[src/rtl/sha2_padding_eddsa_if.sv]
// Stream-in / block-out signal bundle for sha2_padding_eddsa.
// With SHA2_PAD_BLKCNT_EN defined the bundle also carries the blk_cnt block index.
interface sha2_padding_eddsa_if #(
  parameter int WIDTH = 32
);
  localparam int BW = $clog2(WIDTH / 8) + 1;

  logic             s_valid;
  logic             s_ready;
  logic [WIDTH-1:0] s_data;
  logic             s_last;
  logic [BW-1:0]    s_bytes;
  logic             blk_ready;
  logic             load;
  logic [WIDTH-1:0] data_out;
  logic             blk_first;
  logic             blk_done;
  logic             msg_done;
`ifdef SHA2_PAD_BLKCNT_EN
  logic [15:0]      blk_cnt;
`endif

  modport master (
    output s_valid, s_data, s_last, s_bytes, blk_ready,
`ifdef SHA2_PAD_BLKCNT_EN
    input  blk_cnt,
`endif
    input  s_ready, load, data_out, blk_first, blk_done, msg_done
  );

  modport slave (
    input  s_valid, s_data, s_last, s_bytes, blk_ready,
`ifdef SHA2_PAD_BLKCNT_EN
    output blk_cnt,
`endif
    output s_ready, load, data_out, blk_first, blk_done, msg_done
  );
endinterface

[src/rtl/sha2_padding_eddsa.sv]
// FIPS 180-4 message padder feeding the SHA-2 schedule load port, 16 words per block.
// Optional SHA2_PAD_BLKCNT_EN exposes a saturating per-message block index on blk_cnt.
module sha2_padding_eddsa #(
  parameter int WIDTH = 32,
  parameter int MODE  = 256
) (
  input logic                 clk,
  input logic                 rst,
  sha2_padding_eddsa_if.slave bus
);
  localparam int unsigned    NB    = WIDTH / 8;
  localparam int             BLW   = 2 * WIDTH;
  localparam logic [WIDTH-1:0] PAD80 = {8'h80, {(WIDTH - 8){1'b0}}};

  typedef enum logic [2:0] {S_IDLE, S_MSG, S_PADW, S_ZERO, S_LEN, S_BWAIT} state_t;

  if (!((WIDTH == 32 && (MODE == 224 || MODE == 256)) ||
        (WIDTH == 64 && (MODE == 384 || MODE == 512)))) begin : g_cfg_err
    $error("sha2_padding_eddsa: MODE does not match WIDTH");
  end

  state_t           r_state, r_resume;
  logic [3:0]       r_wcnt;
  logic [BLW-1:0]   r_bitlen;
  logic             r_first;
  logic             r_load, r_blk_first, r_blk_done, r_msg_done;
  logic [WIDTH-1:0] r_data;

  state_t           w_state_nxt, w_resume_nxt, w_pad_nxt;
  logic             w_emit, w_accept, w_start, w_msg_end;
  logic [WIDTH-1:0] w_word, w_pad_word;
  logic [31:0]      w_nbytes;

  assign w_nbytes = 32'(bus.s_bytes);

  always_comb begin
    w_pad_word = '0;
    for (int unsigned b = 0; b < NB; b++) begin
      if (b < w_nbytes)
        w_pad_word[WIDTH-1-8*b -: 8] = bus.s_data[WIDTH-1-8*b -: 8];
      else if (b == w_nbytes)
        w_pad_word[WIDTH-1-8*b -: 8] = 8'h80;
    end
  end

  // After the 0x80 word: length fits only if word 13 was the pad word or earlier;
  // pad at 14/15 spills into an extra all-zero block via ZERO/BWAIT.
  always_comb begin
    w_state_nxt  = r_state;
    w_resume_nxt = r_resume;
    w_emit       = 1'b0;
    w_accept     = 1'b0;
    w_start      = 1'b0;
    w_msg_end    = 1'b0;
    w_word       = '0;
    if (r_wcnt == 4'd13)      w_pad_nxt = S_LEN;
    else if (r_wcnt == 4'd15) w_pad_nxt = S_BWAIT;
    else                      w_pad_nxt = S_ZERO;
    case (r_state)
      S_IDLE: begin
        if (bus.blk_ready) begin
          w_start     = 1'b1;
          w_state_nxt = S_MSG;
        end
      end
      S_MSG: begin
        if (bus.s_valid) begin
          w_accept = 1'b1;
          w_emit   = 1'b1;
          if (!bus.s_last || w_nbytes >= NB) begin
            w_word = bus.s_data;
            if (r_wcnt == 4'd15) begin
              w_state_nxt  = S_BWAIT;
              w_resume_nxt = bus.s_last ? S_PADW : S_MSG;
            end else if (bus.s_last) begin
              w_state_nxt = S_PADW;
            end
          end else begin
            w_word       = w_pad_word;
            w_state_nxt  = w_pad_nxt;
            w_resume_nxt = S_ZERO;
          end
        end
      end
      S_PADW: begin
        w_emit       = 1'b1;
        w_word       = PAD80;
        w_state_nxt  = w_pad_nxt;
        w_resume_nxt = S_ZERO;
      end
      S_ZERO: begin
        w_emit = 1'b1;
        if (r_wcnt == 4'd13) begin
          w_state_nxt = S_LEN;
        end else if (r_wcnt == 4'd15) begin
          w_state_nxt  = S_BWAIT;
          w_resume_nxt = S_ZERO;
        end
      end
      S_LEN: begin
        w_emit = 1'b1;
        w_word = r_wcnt[0] ? r_bitlen[WIDTH-1:0] : r_bitlen[BLW-1:WIDTH];
        if (r_wcnt == 4'd15) begin
          w_msg_end   = 1'b1;
          w_state_nxt = S_IDLE;
        end
      end
      S_BWAIT: begin
        if (bus.blk_ready) w_state_nxt = r_resume;
      end
      default: w_state_nxt = S_IDLE;
    endcase
  end

  always_ff @(posedge clk) begin
    if (rst) begin
      r_state     <= S_IDLE;
      r_resume    <= S_MSG;
      r_wcnt      <= '0;
      r_bitlen    <= '0;
      r_first     <= 1'b0;
      r_load      <= 1'b0;
      r_data      <= '0;
      r_blk_first <= 1'b0;
      r_blk_done  <= 1'b0;
      r_msg_done  <= 1'b0;
    end else begin
      r_state     <= w_state_nxt;
      r_resume    <= w_resume_nxt;
      r_load      <= w_emit;
      r_blk_first <= w_emit & r_first;
      r_blk_done  <= w_emit && (r_wcnt == 4'd15);
      r_msg_done  <= w_msg_end;
      if (w_emit) begin
        r_data <= w_word;
        r_wcnt <= r_wcnt + 4'd1;
        if (r_wcnt == 4'd15) r_first <= 1'b0;
      end
      if (w_start) begin
        r_bitlen <= '0;
        r_first  <= 1'b1;
        r_wcnt   <= '0;
      end else if (w_accept) begin
        if (bus.s_last) r_bitlen <= r_bitlen + (BLW'(w_nbytes) << 3);
        else            r_bitlen <= r_bitlen + BLW'(WIDTH);
      end
    end
  end

  assign bus.s_ready   = (r_state == S_MSG);
  assign bus.load      = r_load;
  assign bus.data_out  = r_data;
  assign bus.blk_first = r_blk_first;
  assign bus.blk_done  = r_blk_done;
  assign bus.msg_done  = r_msg_done;

`ifdef SHA2_PAD_BLKCNT_EN
  logic [15:0] r_blk_cnt;

  always_ff @(posedge clk) begin
    if (rst || w_start)
      r_blk_cnt <= '0;
    else if (w_emit && r_wcnt == 4'd15 && !w_msg_end && r_blk_cnt != '1)
      r_blk_cnt <= r_blk_cnt + 16'd1;
  end

  assign bus.blk_cnt = r_blk_cnt;
`endif
endmodule
[src/flat_wrapper.sv]
// flat-port wrapper written by rule: the top's interface ports become plain ports
module sha2_padding_eddsa_flat 
#(
  parameter int WIDTH = 32,
  parameter int MODE  = 256
)
  (clk, rst, bus_s_valid, bus_s_data, bus_s_last, bus_s_bytes, bus_blk_ready, bus_s_ready, bus_load, bus_data_out, bus_blk_first, bus_blk_done, bus_msg_done);
  sha2_padding_eddsa_if #(.WIDTH(WIDTH)) bus_i ();
  input logic clk;
  input logic rst;
  input wire logic [$bits(bus_i.s_valid)-1:0] bus_s_valid;
  input wire logic [$bits(bus_i.s_data)-1:0] bus_s_data;
  input wire logic [$bits(bus_i.s_last)-1:0] bus_s_last;
  input wire logic [$bits(bus_i.s_bytes)-1:0] bus_s_bytes;
  input wire logic [$bits(bus_i.blk_ready)-1:0] bus_blk_ready;
  output wire logic [$bits(bus_i.s_ready)-1:0] bus_s_ready;
  output wire logic [$bits(bus_i.load)-1:0] bus_load;
  output wire logic [$bits(bus_i.data_out)-1:0] bus_data_out;
  output wire logic [$bits(bus_i.blk_first)-1:0] bus_blk_first;
  output wire logic [$bits(bus_i.blk_done)-1:0] bus_blk_done;
  output wire logic [$bits(bus_i.msg_done)-1:0] bus_msg_done;
  assign bus_i.s_valid = bus_s_valid;
  assign bus_i.s_data = bus_s_data;
  assign bus_i.s_last = bus_s_last;
  assign bus_i.s_bytes = bus_s_bytes;
  assign bus_i.blk_ready = bus_blk_ready;
  assign bus_s_ready = bus_i.s_ready;
  assign bus_load = bus_i.load;
  assign bus_data_out = bus_i.data_out;
  assign bus_blk_first = bus_i.blk_first;
  assign bus_blk_done = bus_i.blk_done;
  assign bus_msg_done = bus_i.msg_done;
  sha2_padding_eddsa #(.WIDTH(WIDTH), .MODE(MODE)) u_core (.clk(clk), .rst(rst), .bus(bus_i));
endmodule
[config.mk]
export PLATFORM = sky130hd
export DESIGN_NAME = sha2_padding_eddsa_flat
export DESIGN_NICKNAME = d
export VERILOG_FILES = /design/src/rtl/sha2_padding_eddsa_if.sv /design/src/rtl/sha2_padding_eddsa.sv /design/src/flat_wrapper.sv
export SDC_FILE = /design/constraint.sdc
export NUM_CORES = 1
export LEC_CHECK = 0
export CAP_MARGIN = 10
export CORE_AREA = 4 4 117 119
export DETAILED_ROUTE_END_ITERATION = 6
export DIE_AREA = 0 0 121 123
export PLACE_DENSITY = 0.65
export SLEW_MARGIN = 20
export SYNTH_ARGS = -nofsm -noshare
export SYNTH_HDL_FRONTEND = slang
export SYNTH_SLANG_ARGS = --single-unit
[constraint.sdc]
create_clock -name clk -period 5.1 [get_ports clk]
set_clock_uncertainty 0.2 [all_clocks]
set_input_delay 0.765 -clock clk [delete_from_list [all_inputs] [get_ports clk]]
set_output_delay 0.765 -clock clk [all_outputs]
set_load 0.005 [all_outputs]
==> impl_metrics.ini, run 1 <==
[outcome]
outcome = complete, but fails checks
violations = design-rule violations

[clocking]
hold_buffers = 0
cts_tree = yes
clock_path_buffers = 2
cts_sinks = 107
clkLatencyLatePin_ns = 0.35
cts_resized = 0
post_cts.repair.setup_buffers = 0
clk_pin_slew_worst_paths_ns = 0.07
h-tree-depth = 3
clock-root-buffer = clkbuf_16
cts_buffers = 9

[yosys]
synth_area_sq_um = 5610
netlist_top_cells_area = dfxtp_1 38%, nor2_1 6.3%, a21oi_1 5.0%
syn_inst = 660
ys_types = 57
yosysTopAreaCellShare = 0.382
ys.flop_type = dfxtp_1
yosys-top-cells-count = 107 x dfxtp_1, 94 x nor2_1, 56 x a21oi_1
synth_edf_count = 0
synth.most_common_cell = dfxtp_1
ys_seq_area_frac = 0.382
synth.avg_cell_area_sq_um = 8.49
ys_ff_latch = 107
synth_warnings = 0
async_flop_share = 0
syn-num-nets = 707
synth_top_area_cell = dfxtp_1

[detailed_routing]
drt-total-wl_um = 17000
drc = 2
routed_via_density = 6.14
vias = 5481
dr.pass1.iters = 7
drt_iter0_markers = 634
avgRoutedWirePerCell_um = 19.1
ant_nets = 0

[power_and_ir_drop]
p_sw_w = 0.000498
ir_drop_mv = 0.141
leakagePower_nw = 2.25
p_int_w = 0.00134
switching_share = 0.271
power_frac_clock = 0.366
p_per_area_nw_per_um2 = 272
total_power_w = 0.00184
seqPwrFrac = 0.485
combPwrFrac = 0.149

[sta]
setup_viol = 0
rsz0062_at_grt = no
fin_tns_setup_ns = 0
hold_viol = 0
worstMarginPinSlew_ns = 1.07
slew_headroom = 0.285
timing.fmax_mhz = 253
finalCritPeriodShare = 0.774
slew_violations = 0
fin_crit_ns = 3.95

[setup_path]
crit_chain = clkdlybuf4s50_1, ha_1, fa_1, nand2_1, a21oi_1, nand4_2, or4_1, a21oi_1
timing.rr.start = u_core.r_state[0]$_SDFFE_PP0P_
cp-start-kind = input port
crit_type = input port to register
worstPathMaxFanout = 28
cp_slowest_cell = or4_1
crit_top_cell = a21oi_1
cp.arrival_ns = 4.01
critPathRequiredTime_ns = 5.17
startpoint = bus_s_bytes[0]
endpoint_kind = register
max_stage_delay_ns = 0.71

[final_layout]
num-nets-final = 763
drive_above_1_share = 0.0819
n_antenna_cell = 0
fill_cells = 1184
area_growth_pct = 20.7
fin_cells = 892
multiInputGateArea_sq_um = 3280
seq_area_sq_um = 2140

[die]
start_util = 0.446
row_count = 41
ioPinCount = 77
core-area_sq_um = 12600
die_y_um = 123
die_area_sq_um = 14900
die_width_um = 121

[placed_design]
placed_cells = 877
finalWeightedCongestion = 0.879
io_buffer_count = 76
dp_hpwl_um = 12400

[hold_path]
holdCritPathClass = register to register
hp-start = u_core.r_first$_SDFFE_PP0P_

[grt]
grt_max_degree = 51
grt_overflow = 0
globalRouteTotalUtil = 0.231
grt_pass1_wl_um = 27200
grt_pass1_vias = 5232
antenna_found_initial = 0

[flow_run]
drv_cap = 0
[cell type report]
cell class	count	area share
inverters	9	0.00499
flip-flops and latches	107	0.317
clock inverters	4	0.00388
multi-input cells	506	0.485
clock buffers	11	0.0374
repair buffers	83	0.120
well taps	172	0.0318
[layout by cell type (no fill, tap or decap), drive strengths merged, types with 22 or more instances in the layout]
master         instances
dfxtp                107
nor2                  94
clkdlybuf4s50         76
a21oi                 56
nand2                 40
nand4                 30
o21ai                 30
nand3                 27
a222oi                22
[worst paths after layout]
| kind | end | slack (ns) | cells past startpoint |
|---|---|---|---|
| max | u_core.r_bitlen[33]$_SDFFE_PP0P_ | 1.15 | 8 |
| min | u_core.bus.blk_first$_SDFF_PP0_ | 0.25 | 1 |
| max reg2reg | u_core.r_bitlen[33]$_SDFFE_PP0P_ | 1.79 | 5 |
| min reg2reg | u_core.bus.blk_first$_SDFF_PP0_ | 0.25 | 1 |
[state kept, by name (all words and copies together) (netlist names)]
| register | count |
|---|---|
| u_core.r_first | 1 |
| u_core.r_resume | 2 |
| u_core.bus.blk_first | 1 |
| u_core.r_wcnt | 4 |
| u_core.bus.blk_done | 1 |
| u_core.r_bitlen | 61 |
| u_core.r_state | 3 |
| u_core.bus.msg_done | 1 |
| u_core.bus.load | 1 |
| u_core.bus.data_out | 32 |
[stage by stage]
stage	hold slack, ns	instance area (sq um)	utilization	setup WS (ns)
floorplan	0.223	5610	-	2.21
global placement	0.236	6490	0.516	0.993
detailed placement	0.238	6490	0.516	0.848
CTS	0.255	6770	0.538	1.21
global route	0.292	6770	0.538	0.888
finish	0.249	6770	0.538	1.15
[critical path, delay by kind of cell]
| kind | cells | cell delay, ns |
|---|---|---|
| AOI/OAI and AO/OA | 2 | 0.69 |
| and+or+nand+nor | 3 | 1.48 |
| buffers and inverters | 1 | 0.56 |
| adders and majority gates | 2 | 0.49 |
[logic make-up after synthesis]
| kind of cell | Yosys count | synth area share |
|---|---|---|
| adders and majority gates | 7 | 0.0170 |
| buffers and inverters | 47 | 0.0339 |
| xor gates and xnor gates | 23 | 0.0359 |
| DFF | 107 | 0.382 |
| and+or+nand+nor | 292 | 0.293 |
| muxes | 27 | 0.0522 |
| AOI/OAI and AO/OA | 157 | 0.185 |
[power groups by stage]
stage / registers [W] / clock network (W) / logic [W]
floorplan: 0.000897 / 0 / 0.000169
global placement: 0.000909 / 0 / 0.000269
detailed placement: 0.000911 / 0 / 0.000273
CTS: 0.000891 / 0.000683 / 0.000274
global route: 0.000896 / 0.000719 / 0.000297
finish: 0.000892 / 0.000674 / 0.000275
[layer usage]
metal / vias up / global-route usage / routed length (um)
met1: 2660 / 0.311 / 7800
met5: - / 0 / 0
met3: 31 / 0.0384 / 969
met2: 170 / 0.366 / 7900
li1: 2620 / - / -
met4: 0 / 0.101 / 371
Power figures use the tool's default switching activity.
==> inputs of run 2 (changes only) <==
--- a/config.mk
+++ b/config.mk
@@ -9,7 +9,7 @@
 export CORE_AREA = 4 4 117 119
 export DETAILED_ROUTE_END_ITERATION = 6
 export DIE_AREA = 0 0 121 123
-export PLACE_DENSITY = 0.65
+export PLACE_DENSITY = 0.67
 export SLEW_MARGIN = 20
 export SYNTH_ARGS = -nofsm -noshare
 export SYNTH_HDL_FRONTEND = slang
==> constraint.sdc (replaced) <==
create_clock -name clk -period 3.2 [get_ports clk]
set_clock_uncertainty 0.2 [all_clocks]
set_input_delay 0.48 -clock clk [delete_from_list [all_inputs] [get_ports clk]]
set_output_delay 0.48 -clock clk [all_outputs]
set_load 0.005 [all_outputs]
==> impl_metrics.ini, run 2 (synthesis results as in run 1) <==
[grt]
grt_pass1_vias = 5138
globalRouteTotalUtil = 0.233
grt_pass1_wl_um = 27400
grt_overflow = 0
grt_max_degree = 44
antenna_found_initial = 0

[setup_path]
critPathRequiredTime_ns = 3.29
cp_slowest_cell = or4_1
r2r_cells = 6
crit_top_cell = a21oi_1
startpoint = bus_s_bytes[0]
crit_type = input port to register
timing.rr.start = u_core.r_state[0]$_SDFFE_PP0P_
max_stage_delay_ns = 0.51
crit_chain = clkdlybuf4s50_1, ha_1, fa_1, nand2_1, a21oi_1, nand4_2, buf_12, or4_1, a21oi_1
worstPathMaxFanout = 28
cp.arrival_ns = 2.88
cp-start-kind = input port
endpoint_kind = register

[detailed_routing]
drc = 0
vias = 5527
routed_via_density = 6.08
drt_iter0_markers = 593
ant_nets = 0
drt-total-wl_um = 17500
dr.pass1.iters = 6
avgRoutedWirePerCell_um = 19.2

[clocking]
clock_path_buffers = 2
clock-root-buffer = clkbuf_16
cts_tree = yes
post_cts.repair.setup_buffers = 0
clkLatencyLatePin_ns = 0.36
hold_buffers = 0
cts_resized = 0
h-tree-depth = 3
cts_sinks = 107
clk_pin_slew_worst_paths_ns = 0.08
cts_buffers = 9

[sta]
worstMarginPinSlew_ns = 0.812
hold_viol = 0
slew_violations = 0
fin_crit_ns = 2.78
timing.fmax_mhz = 359
setup_slack_ns = 0.418
rsz0062_at_grt = no
finalCritPeriodShare = 0.869
fin_tns_setup_ns = 0
slew_headroom = 0.457
setup_viol = 0

[power_and_ir_drop]
seqPwrFrac = 0.464
leakagePower_nw = 2.36
p_int_w = 0.00217
switching_share = 0.285
p_per_area_nw_per_um2 = 437
power_frac_clock = 0.376
p_sw_w = 0.000865
ir_drop_mv = 0.236
combPwrFrac = 0.159

[hold_path]
min_path_cells = 1
holdCritPathClass = register to register
hp-start = u_core.r_first$_SDFFE_PP0P_

[outcome]
outcome = completed

[die]
die_area_sq_um = 14900
ioPinCount = 77
die_width_um = 121
row_count = 41
core-area_sq_um = 12600
start_util = 0.446
die_y_um = 123

[final_layout]
fin_cells = 909
largest_reg_flops = 61
area_growth_pct = 24.0
fin_area_sq_um = 6950
layout_common_cells = 107 x dfxtp_1, 93 x nor2_1, 76 x clkdlybuf4s50_1
n_antenna_cell = 0
num-nets-final = 779
final_common_cell = dfxtp_1
regMostFlops = u_core.r_bitlen
fill_cells = 1157
drive_above_1_share = 0.103

[placed_design]
placed_cells = 893
finalWeightedCongestion = 0.921
io_buffer_count = 76
place_area_sq_um = 6650
dp_hpwl_um = 13000
pre_cts_slack_ns = 0.0715

[flow_run]
drv_cap = 0
## run 2: layout make-up
class                           count  area, sq um  share of cell area
Inverter                            9         33.8             0.00486
Multi-Input combinational cell    506         3280               0.472
Timing Repair Buffer               99          971               0.140
Sequential cell                   107         2140               0.308
Clock buffer                       10          239              0.0344
Tap cell                          172          215              0.0310
Clock inverter                      6         65.1             0.00936
## run 2: worst max-delay path, delay by kind of cell
family / cells / cell delay, ns
simple gates: 3 / 0.79
buf+inv: 2 / 0.71
fa+ha+maj: 2 / 0.46
compound gates: 2 / 0.43
## run 2: power groups by stage
stage	clock, W	sequential, W	combinational, W
detailed placement	0	0.00144	0.000479
floorplan	0	0.00143	0.000270
global placement	0	0.00144	0.000474
finish	0.00114	0.00141	0.000484
CTS	0.00116	0.00141	0.000482
global route	0.00121	0.00141	0.000524
## run 2: final timing paths
kind,end,slack (ns)
worst max-delay path,u_core.r_bitlen[45]$_SDFFE_PP0P_,0.42
worst min-delay path,u_core.bus.blk_first$_SDFF_PP0_,0.25
worst max register to register,u_core.r_bitlen[45]$_SDFFE_PP0P_,0.52
worst min register to register,u_core.bus.blk_first$_SDFF_PP0_,0.25
## run 2: per-layer routing
metal  track usage  routed length, um  vias up
li1              -                  -     2645
met1         0.311               7810     2655
met2         0.379               8060      195
met3        0.0444               1150       32
met4        0.0822                435        0
met5             0                  0        -
## run 2: metrics by stage
stage          hold WS, ns  power [W]   util
3_3_place_gp         0.236    0.00191  0.529
2_1_floorplan        0.223    0.00170      -
5_1_grt              0.291    0.00315  0.553
6_report             0.255    0.00303  0.553
4_1_cts              0.256    0.00304  0.553
3_5_place_dp         0.237    0.00192  0.529
